**src/rtl/spmv_pe_sequencer.sv**
```systemverilog
// spmv_pe_sequencer
// Drives the op port of one spmv_pe through PE reset, the three code-table
// loads (delta, prefix, common double), register setup and OP_STEADY. Every
// opcode is issued for one cycle. The PE busy output is the phase-complete
// handshake. Header pointers are captured when a start is accepted.
//
// Ports
//   i_clk, i_rst_n        clock, asynchronous active-low reset
//   i_start               1-cycle start pulse, accepted only in IDLE
//   i_hdr_*               SMAC header fields (64 bit), sampled at accepted start
//   o_op_out              registered opcode word to spmv_pe op_in
//   i_pe_busy             spmv_pe busy_out
//   o_seq_busy            high while a sequence is in progress
//   o_done                1-cycle pulse when the steady-state phase completes
//   o_error               sticky watchdog error, cleared by the next accepted start
//
// Op word layout: opcode in [ARG_PE-1:0], PE id in [ARG_1-1:ARG_PE],
// register index in [ARG_2-1:ARG_1], value in [63:ARG_2] (truncated).
// Field positions and opcode values mirror spmv_opcodes.vh and are exposed
// as parameters so they can track that header.
module spmv_pe_sequencer #(
    parameter int         PE_ID              = 0,
    parameter int         RST_CYCLES         = 10,
    parameter int         SETTLE_CYCLES      = 10,
    parameter int         TIMEOUT_W          = 24,
    parameter int         OPCODE_ARG_PE      = 8,
    parameter int         OPCODE_ARG_1       = 16,
    parameter int         OPCODE_ARG_2       = 24,
    parameter logic [7:0] OP_NOP             = 8'h00,
    parameter logic [7:0] OP_RST             = 8'h01,
    parameter logic [7:0] OP_LD              = 8'h02,
    parameter logic [7:0] OP_LD_DELTA_CODES  = 8'h03,
    parameter logic [7:0] OP_LD_PREFIX_CODES = 8'h04,
    parameter logic [7:0] OP_LD_COMMON_CODES = 8'h05,
    parameter logic [7:0] OP_STEADY          = 8'h06
) (
    input  logic        i_clk,
    input  logic        i_rst_n,
    input  logic        i_start,
    input  logic [63:0] i_hdr_width,
    input  logic [63:0] i_hdr_height,
    input  logic [63:0] i_hdr_nnz,
    input  logic [63:0] i_hdr_spm_codes,
    input  logic [63:0] i_hdr_fzip_codes,
    input  logic [63:0] i_hdr_common_dbl,
    input  logic [63:0] i_hdr_spm_cs,
    input  logic [63:0] i_hdr_spm_as,
    input  logic [63:0] i_hdr_fzip_cs,
    input  logic [63:0] i_hdr_fzip_as,
    input  logic [63:0] i_hdr_size,
    output logic [63:0] o_op_out,
    input  logic        i_pe_busy,
    output logic        o_seq_busy,
    output logic        o_done,
    output logic        o_error
);

    typedef enum logic [2:0] {S_IDLE, S_RST, S_GAP, S_ISSUE, S_SETTLE, S_WAIT, S_DONE} state_t;
    typedef enum logic [1:0] {PH_DELTA, PH_PREFIX, PH_COMMON, PH_STEADY} phase_t;

    localparam logic [15:0] RST_LAST    = 16'(RST_CYCLES - 1);
    localparam logic [15:0] SETTLE_LAST = 16'(SETTLE_CYCLES - 1);
    // Watchdog starts at 0 on WAIT entry; expiring at all-ones-minus-one gives
    // exactly 2**TIMEOUT_W-1 busy WAIT cycles.
    localparam logic [TIMEOUT_W-1:0] WDOG_LAST = {{(TIMEOUT_W-1){1'b1}}, 1'b0};
    localparam logic [63:0] PE_MASK  = (64'd1 << (OPCODE_ARG_1 - OPCODE_ARG_PE)) - 64'd1;
    localparam logic [63:0] REG_MASK = (64'd1 << (OPCODE_ARG_2 - OPCODE_ARG_1)) - 64'd1;

    function automatic logic [63:0] mk_op(input logic [7:0] opc, input logic [7:0] rix,
                                          input logic [63:0] val);
        return (val << OPCODE_ARG_2)
             | ((64'(rix) & REG_MASK) << OPCODE_ARG_1)
             | ((64'(PE_ID) & PE_MASK) << OPCODE_ARG_PE)
             | 64'(opc);
    endfunction

    state_t                r_state, w_state_nxt;
    phase_t                r_phase, w_phase_nxt;
    logic [15:0]           r_cnt, w_cnt_nxt;
    logic [TIMEOUT_W-1:0]  r_wdog, w_wdog_nxt;
    logic                  r_error, w_error_nxt;
    logic                  r_armed;
    logic [63:0]           r_op, w_op_nxt;

    logic [63:0] r_spm_codes, r_fzip_codes, r_common_dbl;
    logic [63:0] r_spm_cs, r_spm_as, r_fzip_cs, r_fzip_as;
    logic [63:0] r_size, r_nnz_m1, r_y, r_y_end;

    logic        w_accept;
    logic [15:0] w_last;
    logic [7:0]  w_reg, w_opc;
    logic [63:0] w_val, w_a, w_b, w_c;
    logic [7:0]  w_trig;

    // r_armed blocks a start on the first edge after reset release.
    assign w_accept = i_start && r_armed && (r_state == S_IDLE);
    assign w_last   = (r_phase == PH_STEADY) ? 16'd14 : 16'd4;

    always_comb begin
        w_state_nxt = r_state;
        w_phase_nxt = r_phase;
        w_cnt_nxt   = r_cnt;
        w_wdog_nxt  = r_wdog;
        w_error_nxt = r_error;
        case (r_state)
            S_IDLE: if (w_accept) begin
                w_state_nxt = S_RST;
                w_cnt_nxt   = '0;
                w_error_nxt = 1'b0;
            end
            S_RST: if (r_cnt == RST_LAST) begin
                w_state_nxt = S_GAP;
                w_cnt_nxt   = '0;
            end else w_cnt_nxt = r_cnt + 16'd1;
            S_GAP: begin
                w_state_nxt = S_ISSUE;
                w_phase_nxt = PH_DELTA;
                w_cnt_nxt   = '0;
            end
            S_ISSUE: if (r_cnt == w_last) begin
                w_state_nxt = S_SETTLE;
                w_cnt_nxt   = '0;
            end else w_cnt_nxt = r_cnt + 16'd1;
            S_SETTLE: if (r_cnt == SETTLE_LAST) begin
                w_state_nxt = S_WAIT;
                w_wdog_nxt  = '0;
            end else w_cnt_nxt = r_cnt + 16'd1;
            S_WAIT: if (!i_pe_busy) begin
                if (r_phase == PH_STEADY) w_state_nxt = S_DONE;
                else begin
                    w_state_nxt = S_ISSUE;
                    w_phase_nxt = phase_t'(r_phase + 2'd1);
                    w_cnt_nxt   = '0;
                end
            end else if (r_wdog == WDOG_LAST) begin
                w_state_nxt = S_IDLE;
                w_error_nxt = 1'b1;
            end else w_wdog_nxt = r_wdog + 1'b1;
            S_DONE:  w_state_nxt = S_IDLE;
            default: w_state_nxt = S_IDLE;
        endcase
    end

    // Phase table lookup: entry r_cnt of phase r_phase.
    always_comb begin
        w_a    = '0;
        w_b    = '0;
        w_c    = '0;
        w_trig = OP_LD_DELTA_CODES;
        case (r_phase)
            PH_DELTA:  begin w_a = r_spm_codes;  w_b = r_fzip_codes; w_c = 64'd4096;  w_trig = OP_LD_DELTA_CODES;  end
            PH_PREFIX: begin w_a = r_fzip_codes; w_b = r_common_dbl; w_c = 64'd8192;  w_trig = OP_LD_PREFIX_CODES; end
            PH_COMMON: begin w_a = r_common_dbl; w_b = r_spm_cs;     w_c = 64'd65536; w_trig = OP_LD_COMMON_CODES; end
            default:   begin w_a = '0;           w_b = '0;           w_c = '0;        w_trig = OP_STEADY;          end
        endcase
        w_reg = '0;
        w_val = '0;
        w_opc = OP_LD;
        if (r_phase == PH_STEADY) begin
            w_reg = r_cnt[7:0];
            case (r_cnt[3:0])
                4'd0:         w_val = r_y;
                4'd1:         w_val = r_y_end;
                4'd2, 4'd11:  w_val = r_size;
                4'd3, 4'd12,
                4'd13:        w_val = r_nnz_m1;
                4'd4:         w_val = r_spm_cs;
                4'd5, 4'd8:   w_val = r_spm_as;
                4'd6, 4'd9:   w_val = r_fzip_cs;
                4'd7, 4'd10:  w_val = r_fzip_as;
                default: begin w_reg = '0; w_opc = OP_STEADY; end
            endcase
        end else begin
            case (r_cnt[2:0])
                3'd0:    begin w_reg = 8'd4; w_val = w_a; end
                3'd1:    begin w_reg = 8'd8; w_val = w_b; end
                3'd2:    begin w_reg = 8'd5; w_val = '0;  end
                3'd3:    begin w_reg = 8'd9; w_val = w_c; end
                default: begin w_reg = '0;   w_opc = w_trig; end
            endcase
        end
    end

    // op_out is registered from the current state, so it lags the state by a cycle.
    always_comb begin
        w_op_nxt = 64'(OP_NOP);
        case (r_state)
            S_RST:   w_op_nxt = mk_op(OP_RST, 8'd0, 64'd0);
            S_ISSUE: w_op_nxt = mk_op(w_opc, w_reg, w_val);
            default: w_op_nxt = 64'(OP_NOP);
        endcase
    end

    always_ff @(posedge i_clk or negedge i_rst_n) begin
        if (!i_rst_n) begin
            r_state <= S_IDLE;
            r_phase <= PH_DELTA;
            r_cnt   <= '0;
            r_wdog  <= '0;
            r_error <= 1'b0;
            r_armed <= 1'b0;
            r_op    <= 64'(OP_NOP);
        end else begin
            r_state <= w_state_nxt;
            r_phase <= w_phase_nxt;
            r_cnt   <= w_cnt_nxt;
            r_wdog  <= w_wdog_nxt;
            r_error <= w_error_nxt;
            r_armed <= 1'b1;
            r_op    <= w_op_nxt;
        end
    end

    // Header capture; y and y_end are precomputed so ISSUE only muxes registers.
    always_ff @(posedge i_clk or negedge i_rst_n) begin
        if (!i_rst_n) begin
            r_spm_codes  <= '0; r_fzip_codes <= '0; r_common_dbl <= '0;
            r_spm_cs     <= '0; r_spm_as     <= '0; r_fzip_cs    <= '0;
            r_fzip_as    <= '0; r_size       <= '0; r_nnz_m1     <= '0;
            r_y          <= '0; r_y_end      <= '0;
        end else if (w_accept) begin
            r_spm_codes  <= i_hdr_spm_codes;
            r_fzip_codes <= i_hdr_fzip_codes;
            r_common_dbl <= i_hdr_common_dbl;
            r_spm_cs     <= i_hdr_spm_cs;
            r_spm_as     <= i_hdr_spm_as;
            r_fzip_cs    <= i_hdr_fzip_cs;
            r_fzip_as    <= i_hdr_fzip_as;
            r_size       <= i_hdr_size;
            r_nnz_m1     <= i_hdr_nnz - 64'd1;
            r_y          <= i_hdr_size + (i_hdr_width << 3);
            r_y_end      <= i_hdr_size + (i_hdr_width << 3) + (i_hdr_height << 3);
        end
    end

    assign o_op_out   = r_op;
    assign o_seq_busy = (r_state != S_IDLE) && (r_state != S_DONE);
    assign o_done     = (r_state == S_DONE);
    assign o_error    = r_error;

endmodule

```
**config.mk**
```make
export PLATFORM = sky130hd
export DESIGN_NAME = spmv_pe_sequencer
export DESIGN_NICKNAME = d
export VERILOG_FILES = /design/src/rtl/spmv_pe_sequencer.sv
export SDC_FILE = /design/constraint.sdc
export NUM_CORES = 1
export LEC_CHECK = 0
export BUFFER_PORTS_ARGS = -buffer_cell sky130_fd_sc_hd__buf_2
export CAP_MARGIN = 30
export CORE_MARGIN = 5
export CORE_UTILIZATION = 29
export CTS_CLUSTER_SIZE = 24
export DETAILED_ROUTE_END_ITERATION = 12
export SLEW_MARGIN = 20
export SYNTH_ARGS = -nofsm -noshare
export SYNTH_HDL_FRONTEND = slang
export SYNTH_SLANG_ARGS = --single-unit
```
**constraint.sdc**
```tcl
create_clock -name i_clk -period 9.1 [get_ports i_clk]
set_clock_uncertainty 0.2 [all_clocks]
set_input_delay 1.82 -clock i_clk [delete_from_list [all_inputs] [get_ports i_clk]]
set_output_delay 1.82 -clock i_clk [all_outputs]
set_load 0.03 [all_outputs]
```
==> flow_results.xml <==
<?xml version="1.0" encoding="UTF-8"?>
<metrics>
  <group name="yosys">
    <metric name="number_of_enable_flip_flop_cells_after_synthesis" unit="">0</metric>
    <metric name="synth_seq_area_share" unit="%">47.4</metric>
    <metric name="ys_warns" unit="">0</metric>
    <metric name="synth.ff_latch_count" unit="">532</metric>
    <metric name="syn_inst" unit="">3321</metric>
    <metric name="synthDistinctLibCells" unit="">73</metric>
    <metric name="syn-mean-instance-area" unit="um2">8.46</metric>
    <metric name="synth-main-ff-cell" unit="">dfrtp_1</metric>
    <metric name="async_flop_share" unit="%">100</metric>
    <metric name="synth_area" unit="mm2">0.0281</metric>
  </group>
  <group name="grt">
    <metric name="grt_pass1_vias" unit="">25038</metric>
    <metric name="initial_antenna_violation_count" unit="">38</metric>
    <metric name="grt-ovfl-total" unit="">0</metric>
    <metric name="grt_first_pass_wirelength" unit="um">165000</metric>
    <metric name="global_route.usage.total" unit="%">21.2</metric>
    <metric name="grt_start_max_net_pins" unit="">245</metric>
  </group>
  <group name="timing">
    <metric name="hold_violations" unit="">0</metric>
    <metric name="relSlewSlack" unit="%">7.74</metric>
    <metric name="finalSetupTns" unit="ns">0</metric>
    <metric name="report.final.setup_viol" unit="">0</metric>
    <metric name="min_period_over_period" unit="%">73.5</metric>
    <metric name="grt_setup_unrepaired" unit="">false</metric>
    <metric name="drv_slew" unit="">0</metric>
    <metric name="clock.fmax" unit="MHz">150</metric>
    <metric name="timing_worst_slew_pin_value" unit="ns">1.38</metric>
    <metric name="finalCriticalPeriod" unit="ns">6.69</metric>
  </group>
  <group name="clock_tree">
    <metric name="worstSkewPairLatency" unit="ns">0.65</metric>
    <metric name="clk_path_buf_depth" unit="">3</metric>
    <metric name="cts_resized" unit="">0</metric>
    <metric name="cts_root_buffer" unit="">clkbuf_16</metric>
    <metric name="clkSlewWorstSetupHoldPaths" unit="ns">0.06</metric>
    <metric name="cts-buffers-inserted" unit="">61</metric>
    <metric name="cts_hold_buffers" unit="">0</metric>
    <metric name="htree_depth" unit="">2</metric>
    <metric name="cts_tree" unit="">yes</metric>
    <metric name="cts_setup_buffers" unit="">0</metric>
    <metric name="cts_num_sinks" unit="">532</metric>
  </group>
  <group name="routing">
    <metric name="via_count" unit="">25996</metric>
    <metric name="detail-route-antenna-nets" unit="">0</metric>
    <metric name="routed_wirelength" unit="um">114000</metric>
    <metric name="wl_per_cell" unit="um">22.6</metric>
    <metric name="detail_route.drc_violations" unit="">0</metric>
    <metric name="drt-pass1-iter-count" unit="">9</metric>
    <metric name="via_density_per_instance" unit="">5.14</metric>
    <metric name="first_iter_violations" unit="">3053</metric>
  </group>
  <group name="worst_setup_path">
    <metric name="worst-setup-path-type" unit="">in2reg</metric>
    <metric name="r2r-end" unit="">r_wdog[22]$_DFFE_PN0P_</metric>
    <metric name="crit_path_start" unit="">i_hdr_size[3]</metric>
    <metric name="crit_path_end_kind" unit="">flip-flop</metric>
    <metric name="startpoint_type" unit="">primary input</metric>
    <metric name="cp_slowest_stage_delay" unit="ns">0.42</metric>
    <metric name="r2r_start" unit="">r_cnt[1]$_DFFE_PN0P_</metric>
    <metric name="crit_end" unit="">r_y_end[39]$_DFFE_PN0P_</metric>
    <metric name="timing.critical_path.slowest_stage_cell" unit="">o31ai_1</metric>
    <metric name="timing.critical_path.arrival" unit="ns">6.95</metric>
    <metric name="worstPathMaxFanout" unit="">4</metric>
    <metric name="reg2reg_depth" unit="">12</metric>
    <metric name="worstPathCellList" unit="">buf_2 -&gt; ha_1 -&gt; inv_1 -&gt; fa_1 -&gt; nand2b_1 -&gt; a21o_1 -&gt; a21oi_1 -&gt; o311a_1 -&gt; o41a_1 -&gt; nor2_1 -&gt; or2_2 -&gt; a31oi_1 -&gt; ha_1 -&gt; and2_1 -&gt; nand4_1 -&gt; or2_2 -&gt; a211oi_1 -&gt; a311oi_1 -&gt; a21oi_1 -&gt; a41oi_1 -&gt; o31ai_1 -&gt; xor2_1 -&gt; o21ai_0</metric>
    <metric name="required" unit="ns">9.36</metric>
    <metric name="ff2ff_setup_slack" unit="ns">5.06</metric>
  </group>
  <group name="outcome">
    <metric name="status" unit="">complete, no violations</metric>
  </group>
  <group name="pwr">
    <metric name="pwr-share-clk" unit="%">26.4</metric>
    <metric name="power_leakage" unit="nW">16.7</metric>
    <metric name="fin_total_pwr" unit="mW">10.1</metric>
    <metric name="net_switching_fraction_of_the_power" unit="%">39.7</metric>
    <metric name="power.net_switching" unit="mW">4.03</metric>
    <metric name="vdd.ir_drop.worst" unit="mV">0.182</metric>
    <metric name="cell_internal_pwr" unit="mW">6.11</metric>
    <metric name="share_seq_of_total_power" unit="%">39.9</metric>
    <metric name="combPwrFrac" unit="%">33.7</metric>
    <metric name="p_per_area" unit="mW/mm2">298</metric>
  </group>
  <group name="placed_design">
    <metric name="io_buffer_count" unit="">491</metric>
    <metric name="detailedPlacementHpwl" unit="um">84300</metric>
    <metric name="gpl.final_weighted_congestion" unit="">0.887</metric>
  </group>
  <group name="die">
    <metric name="die_height" unit="um">321</metric>
    <metric name="rows" unit="">114</metric>
    <metric name="core_area" unit="mm2">0.0964</metric>
    <metric name="die_footprint" unit="mm2">0.103</metric>
    <metric name="die_w" unit="um">321</metric>
    <metric name="start_util" unit="%">29.2</metric>
    <metric name="io-pin-count" unit="">775</metric>
  </group>
  <group name="min_path">
    <metric name="hp-class" unit="">reg2reg</metric>
  </group>
  <group name="layout">
    <metric name="post_route_cells_drive_above_1_share" unit="%">17.9</metric>
    <metric name="layout_common_cells" unit="">nand2_1 (1265), dfrtp_1 (532), buf_2 (490)</metric>
    <metric name="final_net_count" unit="">4511</metric>
    <metric name="area_growth_syn_to_layout" unit="%">21.1</metric>
    <metric name="mostFrequentLayoutCell" unit="">nand2_1</metric>
  </group>
  <group name="flow_run">
    <metric name="drv_cap" unit="">0</metric>
  </group>
</metrics>
==> per-stage QoR <==
step | cells | worst slack [ns] | cell area [um2] | util [%] | hold slack [ns]
CTS | 5038 | 2.50 | 34000 | 35.2 | 0.278
finish | 5059 | 2.41 | 34000 | 35.3 | 0.273
global route | 5045 | 2.15 | 34000 | 35.3 | 0.291
floorplan | 3333 | 2.95 | 28200 | - | 0.245
global placement | 4923 | 1.89 | 31800 | 33.0 | 0.258
detailed placement | 4923 | 1.84 | 31800 | 33.0 | 0.261
==> cell usage after synthesis, types with 4 or more instances <==
| master | instances | area [um2] |
|---|---|---|
| nor4_1 | 16 | 100 |
| clkbuf_1 | 181 | 679 |
| o211ai_1 | 9 | 67.6 |
| a221o_1 | 14 | 140 |
| xnor2_1 | 69 | 604 |
| o21ai_0 | 137 | 686 |
| ha_1 | 89 | 1110 |
| o22a_1 | 11 | 96.3 |
| or2_2 | 6 | 37.5 |
| a21boi_0 | 7 | 52.6 |
| o21bai_1 | 11 | 82.6 |
| a222oi_1 | 55 | 551 |
| nor2b_1 | 16 | 100 |
| o31ai_1 | 12 | 90.1 |
| nor2_1 | 143 | 537 |
| and2_1 | 16 | 100 |
| a221oi_1 | 64 | 561 |
| a41oi_1 | 6 | 52.6 |
| mux2_2 | 8 | 90.1 |
| nand2b_1 | 15 | 93.8 |
| buf_1 | 12 | 45.0 |
| nand2_1 | 1266 | 4750 |
| a22oi_1 | 52 | 390 |
| a31oi_1 | 14 | 87.6 |
| nor3_1 | 24 | 120 |
| dfrtp_1 | 532 | 13300 |
| o221ai_1 | 5 | 43.8 |
| nand4_1 | 15 | 93.8 |
| o21a_1 | 12 | 90.1 |
| buf_4 | 14 | 105 |
| nand3_1 | 68 | 340 |
| mux2i_1 | 5 | 50.1 |
| and3_1 | 20 | 125 |
| inv_1 | 34 | 128 |
| o21ai_1 | 5 | 25.0 |
| a22o_1 | 49 | 429 |
| or3_1 | 4 | 25.0 |
| a211oi_1 | 18 | 135 |
| a21o_1 | 35 | 263 |
| or4_1 | 8 | 60.1 |
| xor2_1 | 51 | 447 |
| a21oi_1 | 146 | 731 |
==> critical path, delay by kind of cell <==
kind	cells	cell delay, ns
adder cells (fa/ha/maj)	3	0.81
AO/OA/AOI/OAI	11	2.69
XOR/XNOR	1	0.17
buffers and inverters	2	0.20
AND/OR/NAND/NOR	6	1.26
==> kinds of logic after synthesis <==
group                      count (synthesis)  share of synthesized area (%)
other                                      2                         0.0267
xor gates and xnor gates                 121                           3.82
muxes                                     13                          0.499
adders and majority gates                 91                           4.10
DFF                                      532                           47.4
and+or+nand+nor                         1637                           23.8
buffers and inverters                    246                           3.56
AOI/OAI and AO/OA                        679                           16.8
==> registers in the layout (all words and copies together) (netlist names), 40 cells and up <==
register and count:
r_spm_as 40, r_spm_cs 40, r_nnz_m1 40, r_size 40, r_fzip_as 40, o_op_out 51
r_fzip_codes 40, r_common_dbl 40, r_spm_codes 40, r_fzip_cs 40
==> routing by layer <==
layer	vias to the layer above	routed length (um)	global-route usage, %
met3	162	11200	6.81
met4	12	2770	5.44
met5	-	91	0
met2	1014	48200	30.7
met1	12626	52300	30.6
li1	12182	-	-
==> cell type report <==
cell class              count  area (um2)
well taps                1276        1600
diodes                     19        47.5
repair buffers            528        2830
clock inverters            31         400
fillers                 10109       62400
inverters                  34         128
multi-input cells        2555       13900
flip-flops and latches    532       13300
clock buffers              84        1780
==> power by group through the flow <==
stage | registers [mW] | clock network (mW) | logic [mW]
CTS | 4.02 | 2.73 | 3.42
global route | 4.14 | 2.83 | 3.82
floorplan | 3.81 | 0 | 2.30
global placement | 4.04 | 0 | 3.35
finish | 4.04 | 2.68 | 3.42
detailed placement | 4.05 | 0 | 3.40
==> worst min-delay path by stage <==
stage                                  from                           end  slack (ns)  depth (start not counted)
2_1_floorplan  r_fzip_codes[14]$_DFFE_PN0P_  r_fzip_codes[14]$_DFFE_PN0P_        0.24                          2
3_3_place_gp      r_fzip_cs[20]$_DFFE_PN0P_     r_fzip_cs[20]$_DFFE_PN0P_        0.26                          2
3_5_place_dp   r_fzip_codes[15]$_DFFE_PN0P_  r_fzip_codes[15]$_DFFE_PN0P_        0.26                          2
4_1_cts            r_spm_as[13]$_DFFE_PN0P_      r_spm_as[13]$_DFFE_PN0P_        0.28                          2
5_1_grt             r_nnz_m1[7]$_DFFE_PN0P_       r_nnz_m1[7]$_DFFE_PN0P_        0.29                          2
6_report                r_y[11]$_DFFE_PN0P_           r_y[11]$_DFFE_PN0P_        0.27                          2
Note: power is estimated with default switching activity, not from simulation.
